**src/rtl/decode_stage_pipe.sv**
```systemverilog
`default_nettype none
// ============================================================================
// Module      : decode_stage_pipe
// Description : Decode stage with bypassed register file, load-use hazard
//               detection and a stallable/flushable ID/EX pipeline register.
// Revision    : 1.0 - initial release
// ============================================================================
module decode_stage_pipe #(
    parameter int DATA_W      = 16,
    parameter int INSTR_W     = 16,
    parameter int NUM_REGS    = 8,
    parameter int CTRL_W      = 24,
    parameter int MEMREAD_BIT = 2,
    localparam int AW         = $clog2(NUM_REGS)
) (
    input  logic              clk,
    input  logic              reset,
    input  logic              if_valid,
    input  logic [INSTR_W-1:0] if_instr,
    input  logic [DATA_W-1:0] if_imm,
    input  logic [CTRL_W-1:0] ctrl_in,
    input  logic              wb_en,
    input  logic [AW-1:0]     wb_addr,
    input  logic [DATA_W-1:0] wb_data,
    input  logic              ex_stall,
    input  logic              flush,
    output logic              stall_if,
    output logic              id_valid,
    output logic [CTRL_W-1:0] id_ctrl,
    output logic [DATA_W-1:0] id_rs1_val,
    output logic [DATA_W-1:0] id_rs2_val,
    output logic [DATA_W-1:0] id_imm,
    output logic [AW-1:0]     id_rs1,
    output logic [AW-1:0]     id_rs2,
    output logic [AW-1:0]     id_rdst
);

    localparam int c_RS1_MSB = INSTR_W - 6;
    localparam int c_RS2_MSB = INSTR_W - 6 - AW;

    logic [DATA_W-1:0] r_regs_q [NUM_REGS];
    logic [DATA_W-1:0] w_regs_d [NUM_REGS];

    logic              r_valid_q, w_valid_d;
    logic [CTRL_W-1:0] r_ctrl_q,  w_ctrl_d;
    logic [DATA_W-1:0] r_rs1v_q,  w_rs1v_d;
    logic [DATA_W-1:0] r_rs2v_q,  w_rs2v_d;
    logic [DATA_W-1:0] r_imm_q,   w_imm_d;
    logic [AW-1:0]     r_rs1_q,   w_rs1_d;
    logic [AW-1:0]     r_rs2_q,   w_rs2_d;

    logic [AW-1:0]     w_rs1;
    logic [AW-1:0]     w_rs2;
    logic [DATA_W-1:0] w_rdata1;
    logic [DATA_W-1:0] w_rdata2;
    logic              w_luh;
    logic              w_unused_instr;

    assign w_rs1 = if_instr[c_RS1_MSB -: AW];
    assign w_rs2 = if_instr[c_RS2_MSB -: AW];
    // Opcode is consumed by the external control unit, not here.
    assign w_unused_instr = ^{if_instr[INSTR_W-1:INSTR_W-5], if_instr[c_RS2_MSB-AW:0]};

    // Write-through: a same-cycle writeback is visible to the decoding instruction.
    assign w_rdata1 = (wb_en && (wb_addr == w_rs1)) ? wb_data : r_regs_q[w_rs1];
    assign w_rdata2 = (wb_en && (wb_addr == w_rs2)) ? wb_data : r_regs_q[w_rs2];

    // Destination equals rs1 in this two-address ISA.
    assign w_luh = if_valid & r_valid_q & r_ctrl_q[MEMREAD_BIT]
                 & ((r_rs1_q == w_rs1) | (r_rs1_q == w_rs2));

    assign stall_if = ex_stall | (w_luh & ~flush);

    always_comb begin
        for (int i = 0; i < NUM_REGS; i++) begin
            w_regs_d[i] = r_regs_q[i];
        end
        if (wb_en) begin
            w_regs_d[wb_addr] = wb_data;
        end
    end

    always_comb begin
        w_valid_d = r_valid_q;
        w_ctrl_d  = r_ctrl_q;
        w_rs1v_d  = r_rs1v_q;
        w_rs2v_d  = r_rs2v_q;
        w_imm_d   = r_imm_q;
        w_rs1_d   = r_rs1_q;
        w_rs2_d   = r_rs2_q;
        if (flush) begin
            w_valid_d = 1'b0;
            w_ctrl_d  = '0;
            w_rs1v_d  = '0;
            w_rs2v_d  = '0;
            w_imm_d   = '0;
            w_rs1_d   = '0;
            w_rs2_d   = '0;
        end else if (ex_stall) begin
            w_valid_d = r_valid_q;
        end else if (w_luh) begin
            // Bubble; the instruction is re-decoded next cycle with fresh reads.
            w_valid_d = 1'b0;
            w_ctrl_d  = '0;
        end else begin
            w_valid_d = if_valid;
            w_ctrl_d  = if_valid ? ctrl_in : '0;
            w_rs1v_d  = w_rdata1;
            w_rs2v_d  = w_rdata2;
            w_imm_d   = if_imm;
            w_rs1_d   = w_rs1;
            w_rs2_d   = w_rs2;
        end
    end

    always_ff @(posedge clk) begin
        if (reset) begin
            for (int i = 0; i < NUM_REGS; i++) begin
                r_regs_q[i] <= '0;
            end
            r_valid_q <= 1'b0;
            r_ctrl_q  <= '0;
            r_rs1v_q  <= '0;
            r_rs2v_q  <= '0;
            r_imm_q   <= '0;
            r_rs1_q   <= '0;
            r_rs2_q   <= '0;
        end else begin
            for (int i = 0; i < NUM_REGS; i++) begin
                r_regs_q[i] <= w_regs_d[i];
            end
            r_valid_q <= w_valid_d;
            r_ctrl_q  <= w_ctrl_d;
            r_rs1v_q  <= w_rs1v_d;
            r_rs2v_q  <= w_rs2v_d;
            r_imm_q   <= w_imm_d;
            r_rs1_q   <= w_rs1_d;
            r_rs2_q   <= w_rs2_d;
        end
    end

    assign id_valid   = r_valid_q;
    assign id_ctrl    = r_ctrl_q;
    assign id_rs1_val = r_rs1v_q;
    assign id_rs2_val = r_rs2v_q;
    assign id_imm     = r_imm_q;
    assign id_rs1     = r_rs1_q;
    assign id_rs2     = r_rs2_q;
    assign id_rdst    = r_rs1_q;

endmodule
`default_nettype wire

```
**config.mk**
```make
export PLATFORM = sky130hd
export DESIGN_NAME = decode_stage_pipe
export DESIGN_NICKNAME = d
export VERILOG_FILES = /design/src/rtl/decode_stage_pipe.sv
export SDC_FILE = /design/constraint.sdc
export NUM_CORES = 1
export LEC_CHECK = 0
export CAP_MARGIN = 5
export CORE_AREA = 2 2 146 148
export CTS_CLUSTER_DIAMETER = 80
export DETAILED_ROUTE_END_ITERATION = 10
export DIE_AREA = 0 0 148 150
export DONT_BUFFER_PORTS = 1
export MAX_ROUTING_LAYER = met4
export PLACE_DENSITY = 0.67
export SETUP_SLACK_MARGIN = 0.1
export SYNTH_ARGS = -nofsm -noshare
export SYNTH_HDL_FRONTEND = slang
export SYNTH_SLANG_ARGS = --single-unit
```
**constraint.sdc**
```tcl
create_clock -name clk -period 1.7 [get_ports clk]
set_input_delay 0.255 -clock clk [delete_from_list [all_inputs] [get_ports clk]]
set_output_delay 0.255 -clock clk [all_outputs]
set_load 0.03 [all_outputs]
```
==> results of run 1 <==
==> area by class of cell <==
type	count	area, um^2	area share
timing repair buffer	179	1760	0.1430
multi-input combinational	772	5376	0.4368
tap	275	344.1	0.02795
clock buffer	33	651.9	0.05296
clock inverter	2	10.01	0.0008132
sequential	207	4163	0.3382
inverter	1	3.754	0.0003049
==> Yosys cell counts, types with 26 or more instances <==
library cell / instances
nand2_1: 320
dfxtp_1: 207
a21oi_1: 151
clkbuf_1: 52
mux4_2: 35
a32o_1: 32
mux2i_1: 32
or2_2: 32
nand3_1: 30
mux4_1: 29
o21ai_0: 26
==> flip-flops by register name, summed over array words and instances (netlist names) <==
signal	cells
id_valid	1
id_imm	16
id_rs2_val	16
id_ctrl	24
r_regs_q	128
id_rs2	3
id_rs1_val	16
id_rdst	3
==> power breakdown <==
part | internal [mW] | leakage (nW) | switching [mW]
combinational | 0.473 | 2.76 | 0.408
sequential | 4.95 | 1.68 | 0.153
clock | 2.62 | 0.328 | 1.87
==> repair_timing <==
| action | in CTS | in global routing |
|---|---|---|
| endpoints found under the setup margin | 1 | 41 |
| hold buffers | 125 | 0 |
| gates resized for setup | 11 | 3 |
| hold endpoints to repair | 175 | 0 |
| pin swaps | 8 | 1 |
| buffers inserted | 7 | 0 |
==> cells by family after synthesis <==
logic type             share of synthesized area
flip-flops                                0.4089
buffers and inverters                    0.07001
XOR/XNOR                                 0.01482
AO/OA/AOI/OAI                             0.1374
multiplexers                              0.1846
AND/OR/NAND/NOR                           0.1842
==> how the worst max path moves through the flow <==
stage,slack (ps),startpoint,to,cells after the start
after floorplan,100,id_valid,stall_if,6
after global routing,-190,id_rdst[2],stall_if,4
final,-140,id_rdst[2],stall_if,4
after global placement,180,id_rdst[1],id_rs2_val[11],5
after detailed placement,160,id_rdst[1],id_rs2_val[11],5
after CTS,-130,id_valid,stall_if,4
==> per-layer routing <==
| layer | part of all wire | GRT usage | vias to the layer above | wire (um) |
|---|---|---|---|---|
| met1 | 0.40 | 0.3394 | 4256 | 12320 |
| li1 | - | - | 4063 | - |
| met2 | 0.48 | 0.4676 | 438 | 14950 |
| met3 | 0.090 | 0.06280 | 55 | 2792 |
| met5 | 0 | - | - | 0 |
| met4 | 0.027 | 0.08714 | 0 | 826 |
==> worst register-to-register path, stage by stage, from the launching register on <==
cell     delay (ps)
dfxtp_4         390
xnor2_4         180
buf_4           140
nand4_2         150
and3_4          230
buf_12          170
a32o_1          280
==> placed cells by master, fill, tap and decap left out, drive strengths merged, types with 27 or more instances in the layout <==
master	Yosys	routed
buf	59	55
a32o	32	32
nand4	27	27
a21oi	151	151
or2	33	33
mux2i	32	32
dfxtp	207	207
nand3	30	30
clkbuf	54	33
dlygate4sd3	0	124
nand2	320	320
mux4	64	64
==> out/results.env, run 1 <==
CELLPOWERDENSITY_mW_PER_MM2=850.6
FLOORPLAN_DIE_AREA_MM2=0.02220
FINAL_MAX_SLEW_VIOL_COUNT=0
STARTPOINT_TYPE='register'
POSTSYNTHNETCOUNT=1174
DRT_DRC_VIOLATIONS_LEFT=0
WORST_HOLD_PATH_DEPTH=2
TIMING.SLEW.HEADROOM=0.4316
IO_PINS=164
CLOCK_TREE.BUFFER_DEPTH=3
REG2REG_SETUP_SLACK_PS=50
WORST-R2R-CELL-COUNT=6
BUFFERS_INVERTERS_ON_CRITICAL_PATH=0
POST_SYNTH_INST_COUNT=1093
DR_TOTAL_VIAS=8812
NON_FILLER_INSTANCE_COUNT_AFTER_LAYOUT=1469
SYN-MEAN-INSTANCE-AREA_UM2=9.271
SYNTH_ENABLE_FLOP_CELLS=0
HP-START='ex_stall'
FINAL_TNS_SETUP_PS=-142.0
FINAL_PERIOD_MINUS_WORST_SETUP_SLACK_PS=1842
NUMCTSBUFFERS=21
CRIT_REQUIRED_PS=1440
GRT_PASS1_VIAS=8491
HOLD_PATH_END='id_imm[4]'
FAILED_CHECKS='negative setup slack'
CORE_MM2=0.02069
FMAXACHIEVABLE_MHz=542.9
WORSTREG2REGSTART='id_rdst[2]'
DRT_FIRST_PASS_ITERS=5
DRIVE_GT1_FRAC=0.1466
SYNTH-SEQ-CELLS=207
SYNTH_AREA_LEADERS='dfxtp_1, nand2_1, mux4_2'
FLOORPLAN.DIE.HEIGHT_UM=150
SYNTHESIS.AREA_MM2=0.01013
CLK-INSERTION-DELAY-LATE_PS=500
STATUS='complete, but fails checks'
TIMING.FINAL.WS_SETUP_PS=-142.0
PATH_MAX_FANOUT=4
FINAL_CELL_AREA_MM2=0.01231
GRT_PASS1_WL_UM=47300
CLOCK_TREE.HTREE_LEVEL_COUNT=1
PLACED_AREA_MM2=0.01024
CPLARGESTDELAYFAMILY='flip-flops'
DATA_ARRIVAL_TIME_OF_THE_CRITICAL_PATH_PS=1590
CLOCK_TREE_FROM_TRITONCTS='yes'
MIN_PERIOD_OVER_PERIOD=1.084
DIE_W_UM=148
PORT-BUFFER-COUNT=0
SYNTH_FF_TYPE='dfxtp_1'
ASYNC_FLOP_SHARE=0
NUMBER_OF_WARNINGS_REPORTED_IN_THE_YOSYS_SYNTHESIS_LOG=0
DETAILED_PLACE_HPWL_UM=17840
SYNTH_TOP_AREA_FRAC=0.4089
CTS_ROOT_BUFFER='clkbuf_16'
POSTLAYOUTCOREUTIL=0.5949
WORST_HOLD_SLACK_PS=14.88
POWER.IR.VDD_WORST_mV=0.5559
PLACEDCELLCOUNT=1302
FLOW.AREA_GROWTH_FROM_SYNTHESIS_PCT=21.47
HOLD_PATH.CLASS='in -> reg'
DP_WORST_SETUP_SLACK_PS=156.8
ANTENNA_CELLS=0
VIA_PER_INST=5.999
DRV.MAX_CAP_VIOLATION_COUNT=0
REPORT.POWER.TOTAL_mW=10.47
NETS=1263
POST_DRT_WL_PER_CELL_UM=21.03
PATH_CLK_SLEW_PS=60
SYNTH.LARGEST_AREA_CELL='dfxtp_1'
GRT_ANTENNA_BEFORE_REPAIR=0
CRITPATHKIND='reg -> out'
ROUTABILITYCONGESTION=0.8231
GRT_MAX_DEGREE=68
AGGREGATE_ROUTED_WIRE_LENGTH_UM=30890
CTS.SINK_COUNT=207
WORST-SLEW-PIN-TRANSITION_PS=849.9
YS_SEQ_AREA_FRAC=0.4089
GRT-OVFL-TOTAL=0
GRT.TOTAL_USAGE=0.2800
INITIALDRTVIOLATIONCOUNT=891
FINALHOLDVIOLATIONS=0
FLOORPLAN.INITIALDENSITY=0.4898
N_FILL_CELL=1668
CP_CELL_SEQUENCE='xnor2_4 > and4_4 > nor2_2 > o21ai_4'
FINAL_ANTENNA_NET_COUNT=0
WORST_SETUP_PATH_END_KIND='output pin'
REPORT.FINAL.SETUP_VIOL=1
CRITICAL-PATH-MAX-STAGE-DELAY_PS=390
POWER_LEAKAGE_nW=4.763
WORST_R2R_ENDPOINT='id_rs2_val[11]'
NUM_ROWS=53
GRT_SETUP_UNREPAIRED='true'
CLOCK-SKEW-FINAL_PS=12.39
CRIT_PATH_TOP_DELAY_CELL='dfxtp_4'
SYNTHDISTINCTLIBCELLS=32
No activity file was read; power rests on OpenSTA's default activity.
==> run 2, diff against run 1 <==
Settings changed: ABC_AREA from default to 1, CELL_PAD_IN_SITES_DETAIL_PLACEMENT from default to 1, CELL_PAD_IN_SITES_GLOBAL_PLACEMENT from default to 2, CORE_AREA 2 2 146 148 to 2 2 186 188, DIE_AREA 0 0 148 150 to 0 0 188 190, PLACE_DENSITY 0.67 to default, PLACE_DENSITY_LB_ADDON from default to 0.1.
==> out/results.env, run 2 <==
STATUS='complete, but fails checks'
FAILED_CHECKS='negative setup slack'
TIMING.FINAL.WS_SETUP_PS=-127.0  # +14.92 ps
FMAXACHIEVABLE_MHz=547.3  # +0.82%
HOLD_PATH.CLASS='in -> reg'
YS_SEQ_AREA_FRAC=0.3992  # -0.009759
HOLD_PATH_END='id_rs1_val[8]'
SEQCELLAREA_MM2=0.004153  # -0.24%
FINAL_MAX_SLEW_VIOL_COUNT=0  # unchanged
ASYNC_FLOP_SHARE=0  # unchanged
REPORT.FINAL.SETUP_VIOL=1  # unchanged
HP-START='wb_data[8]'
NUMCTSBUFFERS=26  # +24%
GRT_PASS1_WL_UM=66440  # +40%
CLOCK_TREE_FROM_TRITONCTS='yes'
WORST_HOLD_PATH_DEPTH=4  # +2
NUM_ROWS=68  # +28%
POSTSYNTHNETCOUNT=1676  # +43%
SYN-MEAN-INSTANCE-AREA_UM2=6.509  # -30%
N_FILL_CELL=4263  # +160%
CRIT_REQUIRED_PS=1440  # about the same
WORST-R2R-CELL-COUNT=11  # +5
MOSTFREQUENTLAYOUTCELL='nand2_1'
NON_FILLER_INSTANCE_COUNT_AFTER_LAYOUT=2144  # +46%
SYNTH_TOP_AREA_FRAC=0.3992  # -0.009759
CRITICAL-PATH-MAX-STAGE-DELAY_PS=360  # -30 ps
CELL_INTERNAL_PWR_mW=8.718  # +8.5%
STARTPOINT_TYPE='register'
PORT-BUFFER-COUNT=0  # unchanged
CRIT_PATH_TOP_DELAY_CELL='dfxtp_4'
CLK-INSERTION-DELAY-LATE_PS=530  # +30 ps
MULTIINPUTGATEAREA_MM2=0.005363  # -0.26%
CLOCK_TREE.HTREE_LEVEL_COUNT=1  # unchanged
TOTAL_SWITCHING_POWER_mW=3.229  # +33%
CLOCK-SKEW-FINAL_PS=8.419  # -3.968 ps
DRIVE_GT1_FRAC=0.07587  # -0.07069
GRT_ANTENNA_BEFORE_REPAIR=0  # unchanged
CTS_ROOT_BUFFER='clkbuf_16'
FINAL_PERIOD_MINUS_WORST_SETUP_SLACK_PS=1827  # -14.92 ps
NETSWITCHINGFRACTION=0.2703  # +0.03790
SYNTH_ENABLE_FLOP_CELLS=0  # unchanged
P_COMB_FRAC=0.119  # +0.035
VIA_PER_INST=5.073  # -15%
SYNTH-SEQ-CELLS=207  # unchanged
FINAL_ANTENNA_NET_COUNT=0  # unchanged
ROUTABILITYCONGESTION=0.7638  # -7.2%
FINAL_CELL_AREA_MM2=0.01307  # +6.2%
WORST-SLEW-PIN-TRANSITION_PS=994.6  # +144.8 ps
MIN_PERIOD_OVER_PERIOD=1.075  # -0.008775
CLOCK_TREE.BUFFER_DEPTH=3  # unchanged
YS_TOP_CELLS_BY_COUNT='nand2_1, dfxtp_1, nand3_1'
POST_SYNTH_INST_COUNT=1595  # +46%
FLOW.AREA_GROWTH_FROM_SYNTHESIS_PCT=25.92
CELLPOWERDENSITY_mW_PER_MM2=913.9  # +7.4%
NUMBER_OF_WARNINGS_REPORTED_IN_THE_YOSYS_SYNTHESIS_LOG=0  # unchanged
CORE_MM2=0.03395  # +64%
DRV.MAX_CAP_VIOLATION_COUNT=0  # unchanged
FLOORPLAN_DIE_AREA_MM2=0.03572  # +61%
AGGREGATE_ROUTED_WIRE_LENGTH_UM=43010  # +39%
DRT_DRC_VIOLATIONS_LEFT=0  # unchanged
GRT_MAX_DEGREE=113  # +66%
LARGEST_REGISTER_FFS=128  # unchanged
SYNTHESIS.AREA_MM2=0.01038  # +2.4%
DRT_FIRST_PASS_ITERS=5  # unchanged
REG2REG_SETUP_SLACK_PS=180  # +130 ps
GRT.TOTAL_USAGE=0.2447  # -0.03526
DR_TOTAL_VIAS=10880  # +23%
DIE_W_UM=188  # +27%
FLOORPLAN.INITIALDENSITY=0.3058  # -0.1840
CRITPATHKIND='reg -> out'
NETS=1753  # +39%
SEQUENTIALPOWERSHARE=0.436  # -0.051
TIMING.SLEW.HEADROOM=0.3347  # -0.09683
WORST_R2R_ENDPOINT='id_rs2_val[11]'
FLOORPLAN.DIE.HEIGHT_UM=190  # +27%
SYNTHDISTINCTLIBCELLS=25  # -22%
FINALHOLDVIOLATIONS=0  # unchanged
GRT-OVFL-TOTAL=0  # unchanged
PLACEDCELLCOUNT=1966  # +51%
WORST_SETUP_PATH_END_KIND='output pin'
WORSTREG2REGSTART='id_rdst[0]'
SYNTH_AREA_LEADERS='dfxtp_1, nand2_1, nand3_1'
CLOCK_POWER_SHARE=0.445  # +0.016
WORST_HOLD_SLACK_PS=32.37  # +17.49 ps
PLACED_AREA_MM2=0.01082  # +5.7%
PATH_MAX_FANOUT=5  # +1
CTS.SINK_COUNT=207  # unchanged
POWER.IR.VDD_WORST_mV=0.5859  # +5.4%
CP_CELL_SEQUENCE='inv_2 > nand2_1 > nand2_1 > nand3_2 > nand2_4 > nand2_4 > o21ai_4'
YOSYSMOSTFREQUENTCELL='nand2_1'
LAYOUT.CELLS.MOST_COMMON_LIST='nand2_1, dfxtp_1, nand3_1'
SYNTH_FF_TYPE='dfxtp_1'
POWER_LEAKAGE_nW=5.123  # +7.6%
REPORT.POWER.TOTAL_mW=11.95  # +14%
SYNTH.LARGEST_AREA_CELL='dfxtp_1'
REGISTERS.TOP_BY_FF_COUNT='r_regs_q'
INITIALDRTVIOLATIONCOUNT=668  # -25%
GRT_PASS1_VIAS=10910  # +29%
DATA_ARRIVAL_TIME_OF_THE_CRITICAL_PATH_PS=1570  # -20 ps
IO_PINS=164  # unchanged
PATH_CLK_SLEW_PS=60  # about the same
DETAILED_PLACE_HPWL_UM=24970  # +40%
POST_DRT_WL_PER_CELL_UM=20.06  # -4.6%
GRT_SETUP_UNREPAIRED='true'
==> run 2: worst max-delay path: cells and delay by family, from the launching register on <==
kind                   cells  cell delay [ps]
and+or+nand+nor            5              390
buffers and inverters      1               50
DFF                        1              360
AOI/OAI and AO/OA          1              250
==> run 2: metrics by stage <==
stage	setup WS [ps]	setup TNS [ps]	utilization
CTS	-197.5	-197.5	0.3811
floorplan	153.5	0	-
detailed placement	151.1	0	0.3188
finish	-127.0	-127.0	0.3851
global route	-205.0	-205.0	0.3849
global placement	209.9	0	0.3188
==> run 2: metal layers <==
metal	vias to the layer above	wire, um	global-route usage
met5	-	0	-
met4	0	489	0.04240
met3	38	2900	0.05239
met2	246	18510	0.3770
met1	5252	21110	0.3332
li1	5340	-	-
==> run 2: kinds of logic (layout without fill, tap and decap cells) <==
| family | Yosys count | in the layout | share of synthesized area |
|---|---|---|---|
| and+or+nand+nor | 875 | 875 | 0.3486 |
| buffers and inverters | 222 | 314 | 0.09136 |
| DFF | 207 | 207 | 0.3992 |
| other | 0 | 2 | 0 |
| AOI/OAI and AO/OA | 287 | 287 | 0.1575 |
| xor gates and xnor gates | 4 | 4 | 0.003375 |
==> run 2: layout make-up <==
type / count / share of cell area
Tap cell: 455 / 0.04355
Clock inverter: 6 / 0.004403
Clock buffer: 37 / 0.05685
Antenna cell: 2 / 0.0003828
Sequential cell: 207 / 0.3177
Multi-Input combinational cell: 1166 / 0.4102
Inverter: 91 / 0.02642
Timing Repair Buffer: 180 / 0.1405
==> run 2: how the worst max path moves through the flow <==
stage                            from            end  slack, ps  depth (start not counted)
after detailed placement   id_rdst[1]      id_rs2[1]        150                         10
final                      id_rdst[0]       stall_if       -130                          7
after floorplan            id_ctrl[2]       stall_if        150                          4
after global placement    if_instr[8]  id_rs2_val[3]        210                         11
after global routing       id_rdst[2]       stall_if       -200                          5
after CTS                  id_rdst[1]       stall_if       -200                          7
==> run 2: timing repair <==
item / 4_1_cts / 5_1_grt
buffers inserted: 3 / 3
hold buffers: 126 / 0
pin swaps: 3 / 4
resized for setup: 5 / 24
cloned: 0 / 1
endpoints found under the setup margin: 1 / 67
hold endpoints to repair: 192 / 0
==> run 2: power groups by stage <==
stage	registers, mW	clock network, mW	logic [mW]
after floorplan	5.29	0	0.940
after global placement	5.31	0	1.08
after detailed placement	5.31	0	1.10
after CTS	5.20	5.47	1.39
after global routing	5.22	5.66	1.58
final	5.21	5.32	1.42
